===== src/rtl/sram_port_arbiter_if.sv =====
// Requester/SRAM bundle for the shared SRAM port; slave side is the arbiter.
// Pure wiring: no latency, no backpressure beyond the req/gnt handshake.
interface sram_port_arbiter_if;
  logic        inst_req;
  logic [31:0] inst_addr;
  logic        inst_cancel;
  logic        inst_gnt;
  logic        inst_rvalid;
  logic [31:0] inst_rdata;

  logic        data_req;
  logic        data_we;
  logic [1:0]  data_size;
  logic [31:0] data_addr;
  logic [31:0] data_wdata;
  logic        data_gnt;
  logic        data_ale;
  logic        data_rvalid;
  logic [31:0] data_rdata;

  logic        sram_en;
  logic [3:0]  sram_we;
  logic [31:0] sram_addr;
  logic [31:0] sram_wdata;
  logic [31:0] sram_rdata;

  modport master (
    output inst_req, inst_addr, inst_cancel,
    output data_req, data_we, data_size, data_addr, data_wdata,
    output sram_rdata,
    input  inst_gnt, inst_rvalid, inst_rdata,
    input  data_gnt, data_ale, data_rvalid, data_rdata,
    input  sram_en, sram_we, sram_addr, sram_wdata
  );

  modport slave (
    input  inst_req, inst_addr, inst_cancel,
    input  data_req, data_we, data_size, data_addr, data_wdata,
    input  sram_rdata,
    output inst_gnt, inst_rvalid, inst_rdata,
    output data_gnt, data_ale, data_rvalid, data_rdata,
    output sram_en, sram_we, sram_addr, sram_wdata
  );
endinterface


===== src/rtl/sram_port_arbiter.sv =====
// Shares one SRAM port between fetch and load/store; grant is combinational, read data 1 cycle later.
// Backpressure: losing requester holds req until gnt; data wins except after MAX_DATA_STREAK grants.
module sram_port_arbiter #(
  parameter int unsigned MAX_DATA_STREAK = 4
) (
  input  logic                clk_i,
  input  logic                reset_i,
  sram_port_arbiter_if.slave  bus_io
);

  localparam logic [3:0] STREAK_MAX = 4'(MAX_DATA_STREAK);
  localparam logic [1:0] SIZE_BYTE  = 2'd0;
  localparam logic [1:0] SIZE_HALF  = 2'd1;

  logic [3:0]  streak_q, streak_d;
  logic        rsp_inst_q, rsp_inst_d;
  logic        rsp_data_q, rsp_data_d;

  logic        inst_win;
  logic        data_win;
  logic        misaligned;
  logic        data_ok;
  logic        inst_rvalid;
  logic        data_rvalid;
  logic [3:0]  lane_we;
  logic [31:0] lane_wdata;
  logic        unused_addr_bits;

  assign unused_addr_bits = ^bus_io.inst_addr[1:0];

  // Fetch jumps the queue only once data has held the port for a full streak.
  always_comb begin
    inst_win = 1'b0;
    data_win = 1'b0;
    if (!reset_i) begin
      if (bus_io.inst_req && (!bus_io.data_req || streak_q == STREAK_MAX)) begin
        inst_win = 1'b1;
      end else if (bus_io.data_req) begin
        data_win = 1'b1;
      end
    end
  end

  always_comb begin
    misaligned = 1'b0;
    case (bus_io.data_size)
      SIZE_BYTE: misaligned = 1'b0;
      SIZE_HALF: misaligned = bus_io.data_addr[0];
      default:   misaligned = |bus_io.data_addr[1:0];
    endcase
  end

  always_comb begin
    lane_we    = 4'b1111;
    lane_wdata = bus_io.data_wdata;
    case (bus_io.data_size)
      SIZE_BYTE: begin
        lane_we    = 4'b0001 << bus_io.data_addr[1:0];
        lane_wdata = {4{bus_io.data_wdata[7:0]}};
      end
      SIZE_HALF: begin
        lane_we    = bus_io.data_addr[1] ? 4'b1100 : 4'b0011;
        lane_wdata = {2{bus_io.data_wdata[15:0]}};
      end
      default: begin
        lane_we    = 4'b1111;
        lane_wdata = bus_io.data_wdata;
      end
    endcase
  end

  assign data_ok = data_win & ~misaligned;

  always_comb begin
    streak_d = streak_q;
    if (inst_win || !bus_io.inst_req) begin
      streak_d = 4'd0;
    end else if (data_win && streak_q != STREAK_MAX) begin
      streak_d = streak_q + 4'd1;
    end
  end

  assign rsp_inst_d = inst_win;
  assign rsp_data_d = data_ok & ~bus_io.data_we;

  always_ff @(posedge clk_i) begin
    if (reset_i) begin
      streak_q   <= 4'd0;
      rsp_inst_q <= 1'b0;
      rsp_data_q <= 1'b0;
    end else begin
      streak_q   <= streak_d;
      rsp_inst_q <= rsp_inst_d;
      rsp_data_q <= rsp_data_d;
    end
  end

  // Reset also masks a response already in flight so nothing leaks out of it.
  assign inst_rvalid = rsp_inst_q & ~bus_io.inst_cancel & ~reset_i;
  assign data_rvalid = rsp_data_q & ~reset_i;

  assign bus_io.inst_gnt    = inst_win;
  assign bus_io.inst_rvalid = inst_rvalid;
  assign bus_io.inst_rdata  = inst_rvalid ? bus_io.sram_rdata : 32'd0;

  assign bus_io.data_gnt    = data_win;
  assign bus_io.data_ale    = data_win & misaligned;
  assign bus_io.data_rvalid = data_rvalid;
  assign bus_io.data_rdata  = data_rvalid ? bus_io.sram_rdata : 32'd0;

  assign bus_io.sram_en    = inst_win | data_ok;
  assign bus_io.sram_we    = (data_ok && bus_io.data_we) ? lane_we : 4'b0000;
  assign bus_io.sram_addr  = reset_i  ? 32'd0 :
                             inst_win ? {bus_io.inst_addr[31:2], 2'b00} :
                                        {bus_io.data_addr[31:2], 2'b00};
  assign bus_io.sram_wdata = reset_i ? 32'd0 : lane_wdata;

endmodule


===== src/flat_wrapper.sv =====
// flat-port wrapper written by rule: the top's interface ports become plain ports
module sram_port_arbiter_flat 
#(
  parameter int unsigned MAX_DATA_STREAK = 4
)
  (clk_i, reset_i, bus_io_inst_req, bus_io_inst_addr, bus_io_inst_cancel, bus_io_data_req, bus_io_data_we, bus_io_data_size, bus_io_data_addr, bus_io_data_wdata, bus_io_sram_rdata, bus_io_inst_gnt, bus_io_inst_rvalid, bus_io_inst_rdata, bus_io_data_gnt, bus_io_data_ale, bus_io_data_rvalid, bus_io_data_rdata, bus_io_sram_en, bus_io_sram_we, bus_io_sram_addr, bus_io_sram_wdata);
  sram_port_arbiter_if bus_io_i ();
  input  logic clk_i;
  input  logic reset_i;
  input wire logic [$bits(bus_io_i.inst_req)-1:0] bus_io_inst_req;
  input wire logic [$bits(bus_io_i.inst_addr)-1:0] bus_io_inst_addr;
  input wire logic [$bits(bus_io_i.inst_cancel)-1:0] bus_io_inst_cancel;
  input wire logic [$bits(bus_io_i.data_req)-1:0] bus_io_data_req;
  input wire logic [$bits(bus_io_i.data_we)-1:0] bus_io_data_we;
  input wire logic [$bits(bus_io_i.data_size)-1:0] bus_io_data_size;
  input wire logic [$bits(bus_io_i.data_addr)-1:0] bus_io_data_addr;
  input wire logic [$bits(bus_io_i.data_wdata)-1:0] bus_io_data_wdata;
  input wire logic [$bits(bus_io_i.sram_rdata)-1:0] bus_io_sram_rdata;
  output wire logic [$bits(bus_io_i.inst_gnt)-1:0] bus_io_inst_gnt;
  output wire logic [$bits(bus_io_i.inst_rvalid)-1:0] bus_io_inst_rvalid;
  output wire logic [$bits(bus_io_i.inst_rdata)-1:0] bus_io_inst_rdata;
  output wire logic [$bits(bus_io_i.data_gnt)-1:0] bus_io_data_gnt;
  output wire logic [$bits(bus_io_i.data_ale)-1:0] bus_io_data_ale;
  output wire logic [$bits(bus_io_i.data_rvalid)-1:0] bus_io_data_rvalid;
  output wire logic [$bits(bus_io_i.data_rdata)-1:0] bus_io_data_rdata;
  output wire logic [$bits(bus_io_i.sram_en)-1:0] bus_io_sram_en;
  output wire logic [$bits(bus_io_i.sram_we)-1:0] bus_io_sram_we;
  output wire logic [$bits(bus_io_i.sram_addr)-1:0] bus_io_sram_addr;
  output wire logic [$bits(bus_io_i.sram_wdata)-1:0] bus_io_sram_wdata;
  assign bus_io_i.inst_req = bus_io_inst_req;
  assign bus_io_i.inst_addr = bus_io_inst_addr;
  assign bus_io_i.inst_cancel = bus_io_inst_cancel;
  assign bus_io_i.data_req = bus_io_data_req;
  assign bus_io_i.data_we = bus_io_data_we;
  assign bus_io_i.data_size = bus_io_data_size;
  assign bus_io_i.data_addr = bus_io_data_addr;
  assign bus_io_i.data_wdata = bus_io_data_wdata;
  assign bus_io_i.sram_rdata = bus_io_sram_rdata;
  assign bus_io_inst_gnt = bus_io_i.inst_gnt;
  assign bus_io_inst_rvalid = bus_io_i.inst_rvalid;
  assign bus_io_inst_rdata = bus_io_i.inst_rdata;
  assign bus_io_data_gnt = bus_io_i.data_gnt;
  assign bus_io_data_ale = bus_io_i.data_ale;
  assign bus_io_data_rvalid = bus_io_i.data_rvalid;
  assign bus_io_data_rdata = bus_io_i.data_rdata;
  assign bus_io_sram_en = bus_io_i.sram_en;
  assign bus_io_sram_we = bus_io_i.sram_we;
  assign bus_io_sram_addr = bus_io_i.sram_addr;
  assign bus_io_sram_wdata = bus_io_i.sram_wdata;
  sram_port_arbiter #(.MAX_DATA_STREAK(MAX_DATA_STREAK)) u_core (.clk_i(clk_i), .reset_i(reset_i), .bus_io(bus_io_i));
endmodule

===== config.mk =====
export PLATFORM = sky130hd
export DESIGN_NAME = sram_port_arbiter_flat
export DESIGN_NICKNAME = d
export VERILOG_FILES = /design/src/rtl/sram_port_arbiter_if.sv /design/src/rtl/sram_port_arbiter.sv /design/src/flat_wrapper.sv
export SDC_FILE = /design/constraint.sdc
export NUM_CORES = 1
export LEC_CHECK = 0
export BUFFER_PORTS_ARGS = -buffer_cell sky130_fd_sc_hd__buf_2
export CAP_MARGIN = 40
export CORE_AREA = 2 2 106 108
export DETAILED_ROUTE_END_ITERATION = 8
export DIE_AREA = 0 0 108 110
export PLACE_DENSITY = 0.59
export SLEW_MARGIN = 20
export SYNTH_ARGS = -nofsm -noshare
export SYNTH_HDL_FRONTEND = slang
export SYNTH_SLANG_ARGS = --single-unit

===== constraint.sdc =====
create_clock -name clk_i -period 1.38 [get_ports clk_i]
set_clock_uncertainty 0.15 [all_clocks]
set_input_delay 0.069 -clock clk_i [delete_from_list [all_inputs] [get_ports clk_i]]
set_output_delay 0.069 -clock clk_i [all_outputs]
set_load 0.03 [all_outputs]

==> impl_metrics.csv <==
group,metric,value,unit
run_status,status,"finished, violations left",
run_status,violations,"setup timing",
clock_network,cts_made_buffers,3,
final_layout,fillerInstances,987,
hold_path,hold_path.class,"in -> reg",
yosys,synth_area,1700,sq um
setup_path,path_cells,"inv_2, ha_4, nand4b_4, and3b_4, buf_12, a22o_4, buf_6",
place,dpl_cell_area,3650,sq um
detailed_routing,wl_per_cell,15.6,microns
floorplan,num_rows,38,
detailed_routing,firstDrtPassIters,4,
global_routing,grt_use_total,15.8,%
power_and_ir_drop,p_sw,0.823,mW
final_layout,antenna_cells,0,
detailed_routing,drc,0,
sta,hold_viol,0,
sta,period_share,136,%
sta,tns,-22470,ps
sta,period_needed,1870,ps
yosys,yosysTopAreaCell,"and2_1",
setup_path,crit_path_end_kind,"output port",
sta,setup_slack,-495,ps
place,io_buffer_count,269,
global_routing,first_global_vias,2971,
global_routing,grt_max_degree,34,
power_and_ir_drop,switching_share,44.1,%
sta,drv_slew,0,
global_routing,overflow,0,
floorplan,core-area,10700,sq um
clock_network,ctsHtreeMaxLevel,1,
power_and_ir_drop,clock_power_share,14.6,%
detailed_routing,dr.first_iter.drc_count,70,
final_layout,syn_to_final_growth,193,%
sta,max_clock_freq,533,MHz
yosys,syn_inst,240,
clock_network,cts.sinks,6,
detailed_routing,finalWirelength,10.6,mm
final_layout,fin_area,4980,sq um
setup_path,cp_max_fo,12,
place,place_inst,652,
yosys,synth_seq_area_share,7.08,%
floorplan,initial_core_util,15.9,%
power_and_ir_drop,p_comb_share,75.8,%
place,place_hpwl,6.75,mm
place,globalplace.congestion,0.767,
floorplan,dieArea,11900,sq um
yosys,avgSynthCellArea,7.07,sq um
setup_path,crit_path_start_kind,"flop",
floorplan,num_io_pins,274,
detailed_routing,via_count,2958,
power_and_ir_drop,power.density,375,nW/um^2
setup_path,required,1160,ps
yosys,synthTopCellsByArea,"and2_1 (24%), a22o_1 (15%), mux2i_1 (10%)",
clock_network,cts_root_buf,"clkbuf_8",
setup_path,cp_slowest_stage_delay,310,ps
setup_path,cp.arrival,1660,ps
detailed_routing,antenna_left,0,
final_layout,drive_gt1_share,82.5,%
power_and_ir_drop,p_leak,2.66,nW
yosys,yosys.area.top_type_share,23.6,%
setup_path,cp_slowest_cell,"dfxtp_2",
yosys,async_flop_share,0,%
power_and_ir_drop,p_seq_share,9.7,%
yosys,synth-warning-count,0,
final_layout,final_cells,683,
global_routing,antenna_found_initial,0,
clock_network,clk_pin_slew,40,ps
sta,rsz0062_at_grt,"true",
yosys,synthFlopType,"dfxtp_1",
yosys,synth_commonest_cells,"and2_1 (64), a22o_1 (30), nor2_1 (24), nand2_1 (19), mux2i_1 (17)",
power_and_ir_drop,peakVddDrop,0.261,mV
detailed_routing,viasPerCell,4.33,
yosys,synth-seq-cells,6,
yosys,yosysMostFrequentCell,"and2_1",
clock_network,insertion_delay,220,ps
sta,setup_viol_count_final,103,
yosys,synth_edf_count,0,
global_routing,grt_pass1_wl,15.0,mm
floorplan,dieHeight,110,microns
run,drv_cap,0,
power_and_ir_drop,p_int,1.04,mW
floorplan,die_x,108,microns
clock_network,clockBufferDepth,2,
yosys,ys_types,28,
sta,timing.hold.ws,3.56,ps
clock_network,cts_tree,"yes",
setup_path,crit_type,"reg -> out",
final_layout,fin_nets,683,
-- through the flow --
step	power, mW	setup slack (ps)	utilization, %
2_1_floorplan	0.896	-152	-
3_3_place_gp	1.31	-416	34.2
3_5_place_dp	1.33	-476	34.2
4_1_cts	1.88	-494	47.5
5_1_grt	1.96	-545	46.5
6_report	1.87	-495	46.5
-- flip-flops by register name (all words and copies together), names as in the netlist --
signal	flops
u_core.rsp_inst_q	1
u_core.rsp_data_q	1
u_core.streak_q	4
-- final cells by class --
type                       instances  area, sq um  area share, %
timing repair buffer             321         2660           53.4
multi-input combinational        209         1960           39.4
tap                              140          175           3.52
sequential                         6          125           2.51
clock buffer                       3         41.3          0.830
inverter                           4         15.0          0.302
-- metal layers --
| metal | GRT usage [%] | vias up | wire length (microns) | part of all wire, % |
|---|---|---|---|---|
| li1 | - | 1419 | - | - |
| met1 | 16.5 | 1368 | 3640 | 34 |
| met2 | 33.1 | 163 | 6060 | 57 |
| met3 | 2.18 | 8 | 845 | 7.9 |
| met4 | 3.39 | 0 | 93 | 0.87 |
| met5 | 0 | - | 0 | 0 |
-- worst max-delay path: cells and delay by family, from the launching register on --
| family | cells | cell delay [ps] |
|---|---|---|
| simple gates | 2 | 390 |
| buf+inv | 3 | 350 |
| flops | 1 | 310 |
| compound gates | 1 | 220 |
| fa+ha+maj | 1 | 140 |
-- worst paths after layout --
path / from / to / slack, ps / cells past startpoint
setup / recovery: u_core.streak_q[0]$_SDFFE_PP0P_ / bus_io_sram_addr[4] / -490 / 7
hold / removal: bus_io_inst_req / u_core.streak_q[1]$_SDFFE_PP0P_ / 4 / 3
setup reg to reg: u_core.streak_q[0]$_SDFFE_PP0P_ / u_core.streak_q[0]$_SDFFE_PP0P_ / 80 / 7
hold reg to reg: u_core.streak_q[0]$_SDFFE_PP0P_ / u_core.streak_q[0]$_SDFFE_PP0P_ / 370 / 2
-- placed cells by master, fill, tap and decap left out, types with 8 or more instances in the layout --
cell type  Yosys  routed
a21oi_1       11      10
a22o_4         0      30
and2_4         0      64
buf_12         0      12
buf_2          5     164
buf_4          3      25
buf_6          6     111
mux2_2         8       8
mux2i_1       17      17
nand2_1       19      18
nor2_1        24      24
nor2b_1       10       9
-- timing repair --
item,CTS,global route
hold endpoints to repair,2,0
pin swaps,47,25
gates resized for setup,297,12
gates cloned,10,1
buffers inserted,20,4
endpoints found under the setup margin,103,111
hold buffers,2,0
-- cells by family after synthesis --
kind of cell    synth area share, %
simple gates                   44.0
compound gates                 20.1
buf+inv                        9.66
mux                            15.3
flops                          7.08
xor+xnor                       2.07
fa+ha+maj                      1.47
other cells                   0.221
-- power by group through the flow --
stage	Combinational [mW]	Sequential [mW]	Clock (mW)
after floorplan	0.713	0.183	0
after global placement	1.13	0.182	0
after detailed placement	1.15	0.183	0
after CTS	1.42	0.180	0.288
after global routing	1.50	0.181	0.286
final	1.41	0.180	0.272
(Power assumes the default switching activity.)
